**config.mk**
```make
export PLATFORM = sky130hd
export DESIGN_NAME = frame_capture_sequencer_flat
export DESIGN_NICKNAME = d
export VERILOG_FILES = /design/src/rtl/frame_capture_sequencer_pkg.sv /design/src/rtl/frame_capture_sequencer_if.sv /design/src/rtl/frame_capture_sequencer_edge_detect.sv /design/src/rtl/frame_capture_sequencer.sv /design/src/flat_wrapper.sv
export SDC_FILE = /design/constraint.sdc
export NUM_CORES = 1
export LEC_CHECK = 0
export BUFFER_PORTS_ARGS = -buffer_cell sky130_fd_sc_hd__buf_2
export CAP_MARGIN = 0
export CORE_ASPECT_RATIO = 0.7
export CORE_UTILIZATION = 45
export CTS_CLUSTER_SIZE = 16
export DETAILED_ROUTE_END_ITERATION = 7
export PLACE_DENSITY_LB_ADDON = 0.2
export RECOVER_POWER = 50
export REMOVE_ABC_BUFFERS = 1
export SETUP_SLACK_MARGIN = 0.02
export SLEW_MARGIN = 15
export SYNTH_ARGS = -nofsm -noshare
export SYNTH_HDL_FRONTEND = slang
export SYNTH_SLANG_ARGS = --single-unit
```
**constraint.sdc**
```tcl
create_clock -name clk -period 7.09 [get_ports clk]
set_input_delay 1.0635 -clock clk [delete_from_list [all_inputs] [get_ports clk]]
set_output_delay 1.0635 -clock clk [all_outputs]
set_load 0.005 [all_outputs]
```
**src/rtl/frame_capture_sequencer_pkg.sv**
```systemverilog
`default_nettype none
// ============================================================================
// cam_pkg : shared types for the frame capture sequencer
// Rev 1.0
// ============================================================================
package cam_pkg;

   typedef enum logic [1:0] {
      MODE_SINGLE = 2'd0,
      MODE_BURST  = 2'd1,
      MODE_CONT   = 2'd2
   } capture_mode_e;

   typedef enum logic [1:0] {
      IDLE    = 2'd0,
      ARM     = 2'd1,
      CAPTURE = 2'd2,
      SKIP    = 2'd3
   } cap_state_e;

   // The reserved encoding behaves as single-frame capture.
   function automatic capture_mode_e decode_mode(input logic [1:0] m);
      return (m == 2'd3) ? MODE_SINGLE : capture_mode_e'(m);
   endfunction

endpackage
`default_nettype wire

```
**src/rtl/frame_capture_sequencer_if.sv**
```systemverilog
`default_nettype none
// ============================================================================
// frame_capture_sequencer_if : request, camera timing and status signals
// Rev 1.0
// ============================================================================
interface frame_capture_sequencer_if #(
   parameter int CNT_W  = 8,
   parameter int SKIP_W = 4
);
   logic              cap_req;
   logic              abort;
   logic [1:0]        mode;
   logic [CNT_W-1:0]  burst_len;
   logic [SKIP_W-1:0] skip;
   logic              vsync;
   logic              href;
   logic              capture_enable;
   logic              frame_start;
   logic              frame_done;
   logic              frame_err;
   logic              busy;
   logic [CNT_W-1:0]  frames_captured;

   modport master (
      output cap_req, abort, mode, burst_len, skip, vsync, href,
      input  capture_enable, frame_start, frame_done, frame_err, busy, frames_captured
   );

   modport slave (
      input  cap_req, abort, mode, burst_len, skip, vsync, href,
      output capture_enable, frame_start, frame_done, frame_err, busy, frames_captured
   );
endinterface
`default_nettype wire

```
**src/rtl/frame_capture_sequencer_edge_detect.sv**
```systemverilog
`default_nettype none
// ============================================================================
// edge_detect : registered single-edge detector with selectable reset level
// Rev 1.0
// ============================================================================
module edge_detect #(
   parameter logic RESET_LEVEL = 1'b0,
   parameter logic DETECT_FALL = 1'b0
) (
   input  wire  clk,
   input  wire  reset,
   input  wire  i_d,
   output logic o_edge
);
   logic r_prev;

   always_ff @(posedge clk or posedge reset) begin
      if (reset) r_prev <= RESET_LEVEL;
      else       r_prev <= i_d;
   end

   assign o_edge = DETECT_FALL ? (r_prev & ~i_d) : (~r_prev & i_d);
endmodule
`default_nettype wire

```
**src/rtl/frame_capture_sequencer.sv**
```systemverilog
`default_nettype none
// ============================================================================
// frame_capture_sequencer : single / burst / continuous frame capture gating
// Rev 1.0
// ============================================================================
module frame_capture_sequencer
   import cam_pkg::*;
#(
   parameter logic VSYNC_ACTIVE_HIGH = 1'b1,
   parameter int   CNT_W             = 8,
   parameter int   SKIP_W            = 4,
   parameter int   LINE_W            = 10,
   parameter int   EXP_LINES         = 240
) (
   input  wire                       clk,
   input  wire                       reset,
   frame_capture_sequencer_if.slave  bus
);
   localparam logic [LINE_W-1:0] c_line_max  = '1;
   localparam logic [LINE_W-1:0] c_exp_lines = LINE_W'(EXP_LINES);
   localparam logic [CNT_W-1:0]  c_cnt_max   = '1;

   cap_state_e        r_state;
   cap_state_e        w_next_state;
   capture_mode_e     r_mode;
   logic [CNT_W-1:0]  r_burst_len;
   logic [CNT_W-1:0]  r_frames;
   logic [SKIP_W-1:0] r_skip;
   logic [SKIP_W-1:0] r_skip_cnt;
   logic [LINE_W-1:0] r_line_cnt;
   logic              w_boundary;
   logic              w_href_rise;
   logic              w_last_frame;
   logic              w_capture_enable;
   logic              w_frame_start;
   logic              w_frame_done;
   logic              w_frame_err;
   logic              w_busy;

   // Frame boundary is the active-to-inactive vsync transition.
   edge_detect #(.RESET_LEVEL(VSYNC_ACTIVE_HIGH), .DETECT_FALL(VSYNC_ACTIVE_HIGH)) u_vsync_edge (
      .clk    (clk),
      .reset  (reset),
      .i_d    (bus.vsync),
      .o_edge (w_boundary)
   );

   edge_detect #(.RESET_LEVEL(1'b0), .DETECT_FALL(1'b0)) u_href_edge (
      .clk    (clk),
      .reset  (reset),
      .i_d    (bus.href),
      .o_edge (w_href_rise)
   );

   assign w_last_frame = (r_mode == MODE_SINGLE) ||
                         ((r_mode == MODE_BURST) &&
                          (({1'b0, r_frames} + (CNT_W+1)'(1)) == {1'b0, r_burst_len}));

   always_ff @(posedge clk or posedge reset) begin
      if (reset) r_state <= IDLE;
      else       r_state <= w_next_state;
   end

   always_comb begin
      w_next_state = r_state;
      case (r_state)
         IDLE:    if (bus.cap_req) w_next_state = ARM;
         ARM: begin
            if (bus.abort)       w_next_state = IDLE;
            else if (w_boundary) w_next_state = CAPTURE;
         end
         CAPTURE: begin
            if (bus.abort)             w_next_state = IDLE;
            else if (w_boundary) begin
               if (w_last_frame)       w_next_state = IDLE;
               else if (r_skip == '0)  w_next_state = CAPTURE;
               else                    w_next_state = SKIP;
            end
         end
         SKIP: begin
            if (bus.abort) w_next_state = IDLE;
            else if (w_boundary && (r_skip_cnt == SKIP_W'(1))) w_next_state = CAPTURE;
         end
         default: w_next_state = IDLE;
      endcase
   end

   // Abort outranks a coincident boundary, so it masks every pulse.
   always_comb begin
      w_capture_enable = (r_state == CAPTURE);
      w_busy           = (r_state != IDLE);
      w_frame_start    = 1'b0;
      w_frame_done     = 1'b0;
      if (w_boundary && !bus.abort) begin
         case (r_state)
            ARM:     w_frame_start = 1'b1;
            CAPTURE: begin
               w_frame_done  = 1'b1;
               w_frame_start = !w_last_frame && (r_skip == '0);
            end
            SKIP:    w_frame_start = (r_skip_cnt == SKIP_W'(1));
            default: w_frame_start = 1'b0;
         endcase
      end
      w_frame_err = w_frame_done && (r_line_cnt != c_exp_lines);
   end

   always_ff @(posedge clk or posedge reset) begin
      if (reset) begin
         r_mode      <= MODE_SINGLE;
         r_burst_len <= '0;
         r_skip      <= '0;
         r_skip_cnt  <= '0;
         r_frames    <= '0;
         r_line_cnt  <= '0;
      end else begin
         if ((r_state == IDLE) && bus.cap_req) begin
            r_mode      <= decode_mode(bus.mode);
            r_burst_len <= (bus.burst_len == '0) ? CNT_W'(1) : bus.burst_len;
            r_skip      <= bus.skip;
            r_frames    <= '0;
         end else if (w_frame_done && (r_frames != c_cnt_max)) begin
            r_frames <= r_frames + CNT_W'(1);
         end

         if (w_frame_start)
            r_line_cnt <= '0;
         else if ((r_state == CAPTURE) && w_href_rise && (r_line_cnt != c_line_max))
            r_line_cnt <= r_line_cnt + LINE_W'(1);

         if ((r_state == CAPTURE) && (w_next_state == SKIP))
            r_skip_cnt <= r_skip;
         else if ((r_state == SKIP) && w_boundary)
            r_skip_cnt <= r_skip_cnt - SKIP_W'(1);
      end
   end

   assign bus.capture_enable  = w_capture_enable;
   assign bus.frame_start     = w_frame_start;
   assign bus.frame_done      = w_frame_done;
   assign bus.frame_err       = w_frame_err;
   assign bus.busy            = w_busy;
   assign bus.frames_captured = r_frames;
endmodule
`default_nettype wire

```
**src/flat_wrapper.sv**
```systemverilog
// flat-port wrapper written by rule: the top's interface ports become plain ports
module frame_capture_sequencer_flat import cam_pkg::*;
#(
   parameter logic VSYNC_ACTIVE_HIGH = 1'b1,
   parameter int   CNT_W             = 8,
   parameter int   SKIP_W            = 4,
   parameter int   LINE_W            = 10,
   parameter int   EXP_LINES         = 240
)
  (clk, reset, bus_cap_req, bus_abort, bus_mode, bus_burst_len, bus_skip, bus_vsync, bus_href, bus_capture_enable, bus_frame_start, bus_frame_done, bus_frame_err, bus_busy, bus_frames_captured);
  frame_capture_sequencer_if #(.CNT_W(CNT_W), .SKIP_W(SKIP_W)) bus_i ();
  input  wire clk;
  input  wire reset;
  input wire logic [$bits(bus_i.cap_req)-1:0] bus_cap_req;
  input wire logic [$bits(bus_i.abort)-1:0] bus_abort;
  input wire logic [$bits(bus_i.mode)-1:0] bus_mode;
  input wire logic [$bits(bus_i.burst_len)-1:0] bus_burst_len;
  input wire logic [$bits(bus_i.skip)-1:0] bus_skip;
  input wire logic [$bits(bus_i.vsync)-1:0] bus_vsync;
  input wire logic [$bits(bus_i.href)-1:0] bus_href;
  output wire logic [$bits(bus_i.capture_enable)-1:0] bus_capture_enable;
  output wire logic [$bits(bus_i.frame_start)-1:0] bus_frame_start;
  output wire logic [$bits(bus_i.frame_done)-1:0] bus_frame_done;
  output wire logic [$bits(bus_i.frame_err)-1:0] bus_frame_err;
  output wire logic [$bits(bus_i.busy)-1:0] bus_busy;
  output wire logic [$bits(bus_i.frames_captured)-1:0] bus_frames_captured;
  assign bus_i.cap_req = bus_cap_req;
  assign bus_i.abort = bus_abort;
  assign bus_i.mode = bus_mode;
  assign bus_i.burst_len = bus_burst_len;
  assign bus_i.skip = bus_skip;
  assign bus_i.vsync = bus_vsync;
  assign bus_i.href = bus_href;
  assign bus_capture_enable = bus_i.capture_enable;
  assign bus_frame_start = bus_i.frame_start;
  assign bus_frame_done = bus_i.frame_done;
  assign bus_frame_err = bus_i.frame_err;
  assign bus_busy = bus_i.busy;
  assign bus_frames_captured = bus_i.frames_captured;
  frame_capture_sequencer #(.VSYNC_ACTIVE_HIGH(VSYNC_ACTIVE_HIGH), .CNT_W(CNT_W), .SKIP_W(SKIP_W), .LINE_W(LINE_W), .EXP_LINES(EXP_LINES)) u_core (.clk(clk), .reset(reset), .bus(bus_i));
endmodule
```
## Word level (Yosys, flattened, before mapping)

Cells that the tools add are included.
Widths: inputs -> output; s select.

| operators by class | value |
|---|---|
| add/subtract/negate cells | 4 |
| eq/ne operators | 11 |
| multiplexer cells | 22 |
| bitwise operators | 4 |
| reductions and logical operators | 22 |

Operators with widths:

| operator | number |
|---|---|
| $mux 8 | 3 |
| $mux 10 | 2 |
| $mux 2 | 9 |
| $logic_and 1x1->1 | 11 |
| $add 10x1->10 const B | 1 |
| $ne 10x10->1 const B | 1 |
| $ne 10x8->1 const B | 1 |
| $add 8x1->9 const B | 1 |
| $eq 9x8->1 | 1 |
| $add 8x1->8 const B | 1 |
| $eq 2x2->1 const B | 4 |
| $logic_not 8->1 | 1 |
| $mux 4 | 2 |
| $ne 8x8->1 const B | 1 |
| $pmux 2 s4 | 1 |
| $reduce_bool 2->1 | 4 |
| $eq 2x1->1 const B | 2 |
| $eq 4x1->1 const B | 1 |
| $logic_not 2->1 | 2 |
| $logic_not 4->1 | 1 |
| $mux 1 | 4 |
| $sub 4x1->4 const B | 1 |
| $pmux 1 s3 | 1 |
| $and 1x1->1 | 2 |
| other kinds (3) | 5 |

| storage, ports and cells | value |
|---|---|
| bits in registers | 40 |
| input bits | 20 |
| output and inout bits | 13 |

## Logic depth before layout (Yosys ltp)

Gate-level depths: netlist of run 1.

| depth | value |
|---|---|
| depth in word-level cells | 11 |
| depth in mapped cells | 9 |

## Cells and area by module

A second synthesis of run 1 with hierarchy kept.

| second synthesis, totals | value |
|---|---|
| cells, all modules | 228 |
| area, all modules | 2,342.2 sq um |

Modules (own cells, without submodules):

| module | times used | cells an instance | area each (sq um) | seq. area each (sq um) |
|---|---|---|---|---|
| frame_capture_sequencer | 1 | 222 | 2,255.9 | 950.9 |
| edge_detect (u_core.u_vsync_edge) | 1 | 3 | 43.8 | 26.3 |
| edge_detect (u_core.u_href_edge) | 1 | 3 | 42.5 | 25.0 |

## Worst setup path after synthesis of run 1

No wires, ideal clock.

| timing path | value |
|---|---|
| kind | input to output |
| from | input port bus_vsync |
| to | output port bus_frame_start |
| data arrival time | 2.432 ns |
| required time | 6.026 ns |
| slack | 3.595 ns |
| stages on the path | 8 |
| cells stage by stage | nand2b_1 or3_1 buf_6 clkinv_8 nand2_4 o32a_4 a21boi_1 or2_2 |

| on the way | value |
|---|---|
| word-level cells in the longest chain between the ends | 4 |

RTL lines:

| item | line | source |
|---|---|---|
| from (decl) | flat_wrapper.sv:19 | `input wire logic [$bits(bus_i.vsync)-1:0] bus_vsync;` |
| $not 1->1 | frame_capture_sequencer_edge_detect.sv:22 | `assign o_edge = DETECT_FALL ? (r_prev & ~i_d) : (~r_prev & i_d);` |
| $and 1x1->1 | frame_capture_sequencer_edge_detect.sv:22 |  |
| $logic_and 1x1->1 | frame_capture_sequencer.sv:94 | `if (w_boundary && !bus.abort) begin` |
| $mux 1 | frame_capture_sequencer.sv:94 |  |
| to (decl) | flat_wrapper.sv:22 | `output wire logic [$bits(bus_i.frame_start)-1:0] bus_frame_start;` |

Every way passes these cells.

## Final worst setup path of run 1

Same ends and word-level chain as after synthesis.

==> results.yml, run 1 <==
floorplan:
  chipWidth_um: 86.8
  start_util: 0.471
  die_outline_area_um2: 5330
  floorplan.rows: 21
  design.portCount: 33
  core_outline_area_um2: 4810
  die_h_um: 61.4
timing:
  setup_slack_ns: 2.63
  maxSlewHeadroom: -0.413
  worst_clock_skew_ns: 0.00720
  timing.final.max_slew_violations: 41
  count_of_final_hold_check_violations: 0
  final_min_period_over_clock_period: 0.629
  totalNegativeSetupSlack_ns: 0
  post-route-min-period_ns: 4.46
  setup_violations: 0
  worst-slew-pin-transition_ns: 2.12
  max_clock_freq_ghz: 0.224
  unrepaired_setup_endpoints_after_global_routing: "false"
route:
  via_per_inst: 5.24
  antenna_left: 0
  num_vias: 1824
  detail_route.wirelength_um: 4900
  dr.first_iter.drc_count: 131
  drt-pass1-iter-count: 4
  route.detailed.wl_per_inst_um: 14.1
  route.detailed.drc: 0
worst_setup_path:
  worstSetupStartpoint: "bus_vsync"
  ff2ff_path_depth: 7
  critPathBufInv: 3
  worstSetupEndpoint: "bus_frame_start"
  path_cells: "clkbuf_1 -> nand2b_1 -> or3_1 -> clkinv_8 -> nand2_4 -> o32a_4 -> a21boi_1 -> or2_2 -> buf_2"
  critPathSlowestCell: "a21boi_1"
  crit_path_max_incr_delay_ns: 0.66
  cp-end-kind: "primary output"
  crit_cells: 9
  r2r_end: "u_core.r_line_cnt[8]$_DFFE_PP0P_"
  cp_data_arrival_time_ns: 3.40
  reg2reg_slack_ns: 4.32
  path_max_fanout: 11
  cpLargestDelayFamily: "compound AO/OA/AOI/OAI gates"
  required_ns: 6.03
  critical_path.reg2reg.startpoint: "u_core.bus.frames_captured[0]$_DFFE_PP0P_"
  cp-start-kind: "input port"
  worst-setup-path-type: "input port to primary output"
pwr:
  worst_ir_drop_vdd_uv: 115
  leakage_uw: 0.00123
  power.density_nw_per_um2: 234
synth:
  yosys-top-cells-area: "dfrtp_1 (43%), nand2_1 (8.0%), xnor2_1 (5.4%), nor3_1 (3.5%), xor2_1 (3.1%)"
  yosysWarnings: 0
  synth_area_um2: 2260
  synth_enable_flop_cells: 0
  synth_largest_type_area_fraction: 0.431
  synth-async-reset-ratio: 1.00
  syn_area_per_cell_um2: 9.06
  synth_cells: 250
  synthFlopType: "dfrtp_1"
  synth-seq-cells: 40
  ys_seq_area_frac: 0.443
  synth_largest_area_cell: "dfrtp_1"
  yosysUniqueCellTypes: 52
clock_network:
  cts_tree: "done"
  cts.hold.buffers_added: 0
  clock_sink_count: 40
  cts-root-buf: "clkbuf_8"
  cts-resized-gates: 0
  clock_pin_slew_of_the_registers_on_the_worst_case_setup_and_hold_paths_ns: 0.08
  cts_buffers: 5
  htree_num_levels: 2
  cts-root-to-sink-buffers: 2
  postCtsSetupBuffers: 0
  clock_insertion_delay_worst_skew_ns: 0.29
flow_run:
  cap_viol_max_count: 1
layout:
  nFillCells: 467
  insertedDiodeCount: 0
  area.growth.synth_to_final_pct: 12.9
  nNetsFinal: 304
  drive_above_1_share: 0.165
place:
  detailedPlace.worstSlack_ns: 2.60
  dpl.hpwl_um: 3500
  place.gp.congestion: 0.857
  numPortBuffers: 32
status:
  status: "finished with violations"
  violations: "capacitance limit, slew limit"
global_route:
  wire_length_of_the_first_global_routing_pass_um: 8160
  congestion_overflow_gr: 0
  antenna_found_initial: 0
  largest_net_degree_at_the_start_of_global_routing: 41
  first_global_vias: 1638
  grt_usage: 0.206
worst_hold_path:
  worstHoldPathType: "flop to flop"
==> cells in the mapped netlist, types with 2 or more instances <==
cell type,count
a21oi_1,6
a31oi_1,2
and3_1,6
buf_2,3
clkbuf_1,5
dfrtp_1,39
ha_1,5
inv_1,10
mux2_1,3
nand2_1,48
nand3_1,13
nand3b_1,2
nand4_1,4
nor2_1,13
nor3_1,16
nor3b_1,2
nor4_1,4
o21ai_0,11
o31ai_1,3
or3_1,3
xnor2_1,14
xor2_1,8
==> metal layers <==
layer / vias up / part of all wire / GRT usage
li1: 925 / - / -
met5: - / 0 / 0
met4: 0 / 0.0090 / 0.0714
met1: 847 / 0.53 / 0.310
met2: 48 / 0.40 / 0.296
met3: 4 / 0.052 / 0.0402
==> state kept, by name (all words and copies together), names as in the netlist <==
name and count:
u_core.r_mode 2, u_core.u_href_edge.r_prev 1, u_core.r_burst_len 8, u_core.bus.frames_captured 8, u_core.r_skip_cnt 4, u_core.r_state 2, u_core.r_line_cnt 10, u_core.r_skip 4
u_core.u_vsync_edge.r_prev 1
==> cells in the final DEF (no fill, tap or decap), types with 7 or more instances in the layout <==
| cell type | Yosys | final |
|---|---|---|
| buf_2 | 3 | 30 |
| clkbuf_8 | 0 | 7 |
| dfrtp_1 | 39 | 39 |
| inv_1 | 10 | 10 |
| nand2_1 | 48 | 48 |
| nand3_1 | 13 | 13 |
| nor2_1 | 13 | 13 |
| nor3_1 | 16 | 15 |
| o21ai_0 | 11 | 11 |
| xnor2_1 | 14 | 14 |
| xor2_1 | 8 | 8 |
==> power by group <==
part	leakage (µW)	switching (µW)	internal (µW)
sequential	0.000524	39.7	267
clock	0.0000503	76.9	86.7
combinational	0.000653	70.6	56.7
total	0.00123	187	410
==> cells by family (layout without fill, tap and decap cells) <==
logic type / Yosys count / after routing / synth area share
buffers and inverters: 22 / 51 / 0.0486
AOI/OAI and AO/OA: 37 / 37 / 0.118
and+or+nand+nor: 120 / 120 / 0.259
adders and majority gates: 5 / 5 / 0.0276
DFF: 40 / 40 / 0.443
muxes: 4 / 4 / 0.0193
xor gates and xnor gates: 22 / 22 / 0.0851
==> worst min path at each step <==
stage,start,to,slack (ns),cells past startpoint
3_5_place_dp,u_core.r_burst_len[4]$_DFFE_PP0P_,u_core.r_burst_len[4]$_DFFE_PP0P_,0.48,2
5_1_grt,u_core.r_burst_len[4]$_DFFE_PP0P_,u_core.r_burst_len[4]$_DFFE_PP0P_,0.51,2
4_1_cts,u_core.r_burst_len[4]$_DFFE_PP0P_,u_core.r_burst_len[4]$_DFFE_PP0P_,0.50,2
3_3_place_gp,u_core.r_burst_len[4]$_DFFE_PP0P_,u_core.r_burst_len[4]$_DFFE_PP0P_,0.48,2
6_report,u_core.r_burst_len[4]$_DFFE_PP0P_,u_core.r_burst_len[4]$_DFFE_PP0P_,0.50,2
2_1_floorplan,u_core.r_skip[1]$_DFFE_PP0P_,u_core.r_skip[1]$_DFFE_PP0P_,0.46,2
==> metrics by stage <==
| step | util | total power, µW | cells | area [µm²] | hold WS, ns |
|---|---|---|---|---|---|
| detailed placement | 0.512 | 438 | 341 | 2460 | 0.484 |
| finish | 0.532 | 598 | 348 | 2560 | 0.498 |
| global placement | 0.512 | 434 | 341 | 2460 | 0.481 |
| floorplan | - | 394 | 239 | 2210 | 0.459 |
| global route | 0.532 | 635 | 348 | 2560 | 0.510 |
| CTS | 0.532 | 603 | 348 | 2560 | 0.503 |
==> tightest hold or removal path, cell delays in order (launching register included) <==
cell	delay, ns
dfrtp_1	0.36
nand2_1	0.06
nand2_1	0.06
==> area by class of cell <==
cell class | count | area [µm²] | share of cell area
well taps | 69 | 86.3 | 0.0338
clock buffers | 7 | 96.3 | 0.0377
flip-flops and latches | 40 | 1000 | 0.392
repair buffers | 33 | 161 | 0.0631
inverters | 11 | 53.8 | 0.0210
multi-input cells | 188 | 1160 | 0.453
Note: power is estimated with default switching activity, not from simulation.
==> run 2, diff against run 1 <==
==> constraint.sdc (replaced) <==
create_clock -name clk -period 4.33 [get_ports clk]
set_input_delay 0.6495 -clock clk [delete_from_list [all_inputs] [get_ports clk]]
set_output_delay 0.6495 -clock clk [all_outputs]
set_load 0.005 [all_outputs]
==> run 2 against run 1 <==
  * Cell count rose by 0.86%
  * Via count rose by 0.77%
  * Utilization rose by 0.052 points
  * Combinational power rose by 64%
  * First-iteration DRC count fell by 17%
  * Largest power group unchanged
  * Total power rose by 61%
  * Setup slack got worse by 1.6 ns
  * Sequential power rose by 63%
  * Non-clock buffer count rose by 2
  * Critical endpoint unchanged
  * The flow still finishes with violations (capacitance limit, slew limit)
==> results.yml, run 2 (synthesis results as in run 1) <==
status:
  status: "finished with violations"
  violations: "capacitance limit, slew limit"
layout:
  largest_register_ff_count: 10
  nNetsFinal: 306
  stdcell_count: 351
  insertedDiodeCount: 0
  post-route-util: 0.532
  drive_above_1_share: 0.160
  registers.top_by_ff_count: "u_core.r_line_cnt"
  mostFrequentLayoutCells: "nand2_1 (48), dfrtp_1 (39), buf_2 (29)"
  multi_input_area_um2: 1150
  area.growth.synth_to_final_pct: 13.0
  seq_area_um2: 1000
  mostFrequentLayoutCell: "nand2_1"
  nFillCells: 466
timing:
  count_of_final_hold_check_violations: 0
  setup_violations: 0
  worst-slew-pin-transition_ns: 2.15
  post-route-min-period_ns: 3.33
  maxSlewHeadroom: -0.433
  totalNegativeSetupSlack_ns: 0
  holdWs_ns: 0.457
  worst_clock_skew_ns: 0.00874
  unrepaired_setup_endpoints_after_global_routing: "false"
  max_clock_freq_ghz: 0.300
  final_min_period_over_clock_period: 0.770
  timing.final.max_slew_violations: 41
clock_network:
  clock_insertion_delay_worst_skew_ns: 0.29
  cts-root-buf: "clkbuf_8"
  cts_tree: "done"
  cts-resized-gates: 0
  cts-root-to-sink-buffers: 2
  htree_num_levels: 2
  clock_pin_slew_of_the_registers_on_the_worst_case_setup_and_hold_paths_ns: 0.07
  postCtsSetupBuffers: 0
  cts.hold.buffers_added: 0
  cts_buffers: 5
  clock_sink_count: 40
route:
  dr.first_iter.drc_count: 109
  detail_route.wirelength_um: 4810
  antenna_left: 0
  num_vias: 1838
  route.detailed.drc: 0
  drt-pass1-iter-count: 4
  route.detailed.wl_per_inst_um: 13.7
  via_per_inst: 5.24
floorplan:
  die_outline_area_um2: 5330
  die_h_um: 61.4
  design.portCount: 33
  start_util: 0.471
  core_outline_area_um2: 4810
  floorplan.rows: 21
  chipWidth_um: 86.8
global_route:
  first_global_vias: 1632
  antenna_found_initial: 0
  largest_net_degree_at_the_start_of_global_routing: 41
  wire_length_of_the_first_global_routing_pass_um: 8000
  grt_usage: 0.201
  congestion_overflow_gr: 0
worst_setup_path:
  path_cells: "nand3_1 -> o21a_1 -> nor4_1 -> o32a_4 -> a21boi_1 -> buf_4 -> or2_2 -> buf_2"
  cp_data_arrival_time_ns: 2.68
  cp-end-kind: "primary output"
  worstSetupStartpoint: "u_core.bus.frames_captured[3]$_DFFE_PP0P_"
  crit_path_max_incr_delay_ns: 0.55
  cp-start-kind: "flop"
  critPathBufInv: 2
  worst-setup-path-type: "flop to primary output"
  critical_path.reg2reg.startpoint: "u_core.bus.frames_captured[0]$_DFFE_PP0P_"
  cpLargestDelayFamily: "simple AND/OR/NAND/NOR gates"
  crit_cells: 8
  critPathSlowestCell: "dfrtp_1"
  path_max_fanout: 11
  ff2ff_path_depth: 7
  required_ns: 3.68
pwr:
  power.density_nw_per_um2: 376
  worst_ir_drop_vdd_uv: 188
  leakage_uw: 0.00123
flow_run:
  cap_viol_max_count: 1
worst_hold_path:
  timing.hold.worst.start: "bus_vsync"
  hold_path_depth: 1
  worstHoldPathType: "input port to flop"
place:
  place.gp.congestion: 0.789
  dpl.hpwl_um: 3440
  placed_cells_incl_taps: 343
  numPortBuffers: 32
run 2: changes by cell type in the layout (fill, tap and decap cells not counted), sizes merged:
| cell | delta |
|---|---|
| buf | +1 |
| clkbuf | +2 |
run 2: worst register-to-register path, cell delays in order, from the launching register on:
cell	delay [ns]
dfrtp_1	0.47
ha_1	0.36
and3b_1	0.21
or3_1	0.34
a31oi_1	0.19
o21bai_1	0.19
a21oi_4	0.27
mux2_1	0.34
run 2: stage by stage:
step / total power (µW) / setup slack, ns / area, µm²
6_report: 963 / 0.998 / 2560
5_1_grt: 1030 / 0.851 / 2560
4_1_cts: 973 / 0.990 / 2570
3_5_place_dp: 716 / 1.14 / 2480
3_3_place_gp: 709 / 1.16 / 2480
2_1_floorplan: 645 / 1.21 / 2210
run 2: layer usage:
| layer | vias to the layer above | GRT usage | wire length, µm | part of all wire |
|---|---|---|---|---|
| li1 | 926 | - | - | - |
| met1 | 869 | 0.306 | 2650 | 0.55 |
| met2 | 36 | 0.290 | 1900 | 0.40 |
| met3 | 7 | 0.0416 | 192 | 0.040 |
| met4 | 0 | 0.0548 | 64 | 0.013 |
| met5 | - | 0 | 0 | 0 |
run 2: worst paths after layout:
check / endpoint / slack, ns
max: bus_frame_start / 1.0
min: u_core.u_vsync_edge.r_prev$_DFF_PP1_ / 0.46
max in group asynchronous: u_core.r_state[0]$_DFF_PP0_ / 1.97
min in group asynchronous: u_core.r_line_cnt[3]$_DFFE_PP0P_ / 1.13
max reg2reg: u_core.r_skip_cnt[2]$_DFFE_PP0P_ / 1.86
min reg2reg: u_core.r_burst_len[7]$_DFFE_PP0P_ / 0.49
run 2: where the power goes:
part | leakage, µW | internal [µW] | switching, µW
registers | 0.000524 | 437 | 62.2
clock network | 0.0000455 | 130 | 125
logic | 0.000658 | 93.2 | 115
total | 0.00123 | 661 | 302
run 2: cell type report:
class,count,share of cell area
inverter,11,0.0210
multi-input combinational,188,0.450
sequential,40,0.391
clock buffer,8,0.0352
tap,69,0.0337
timing repair buffer,35,0.0684
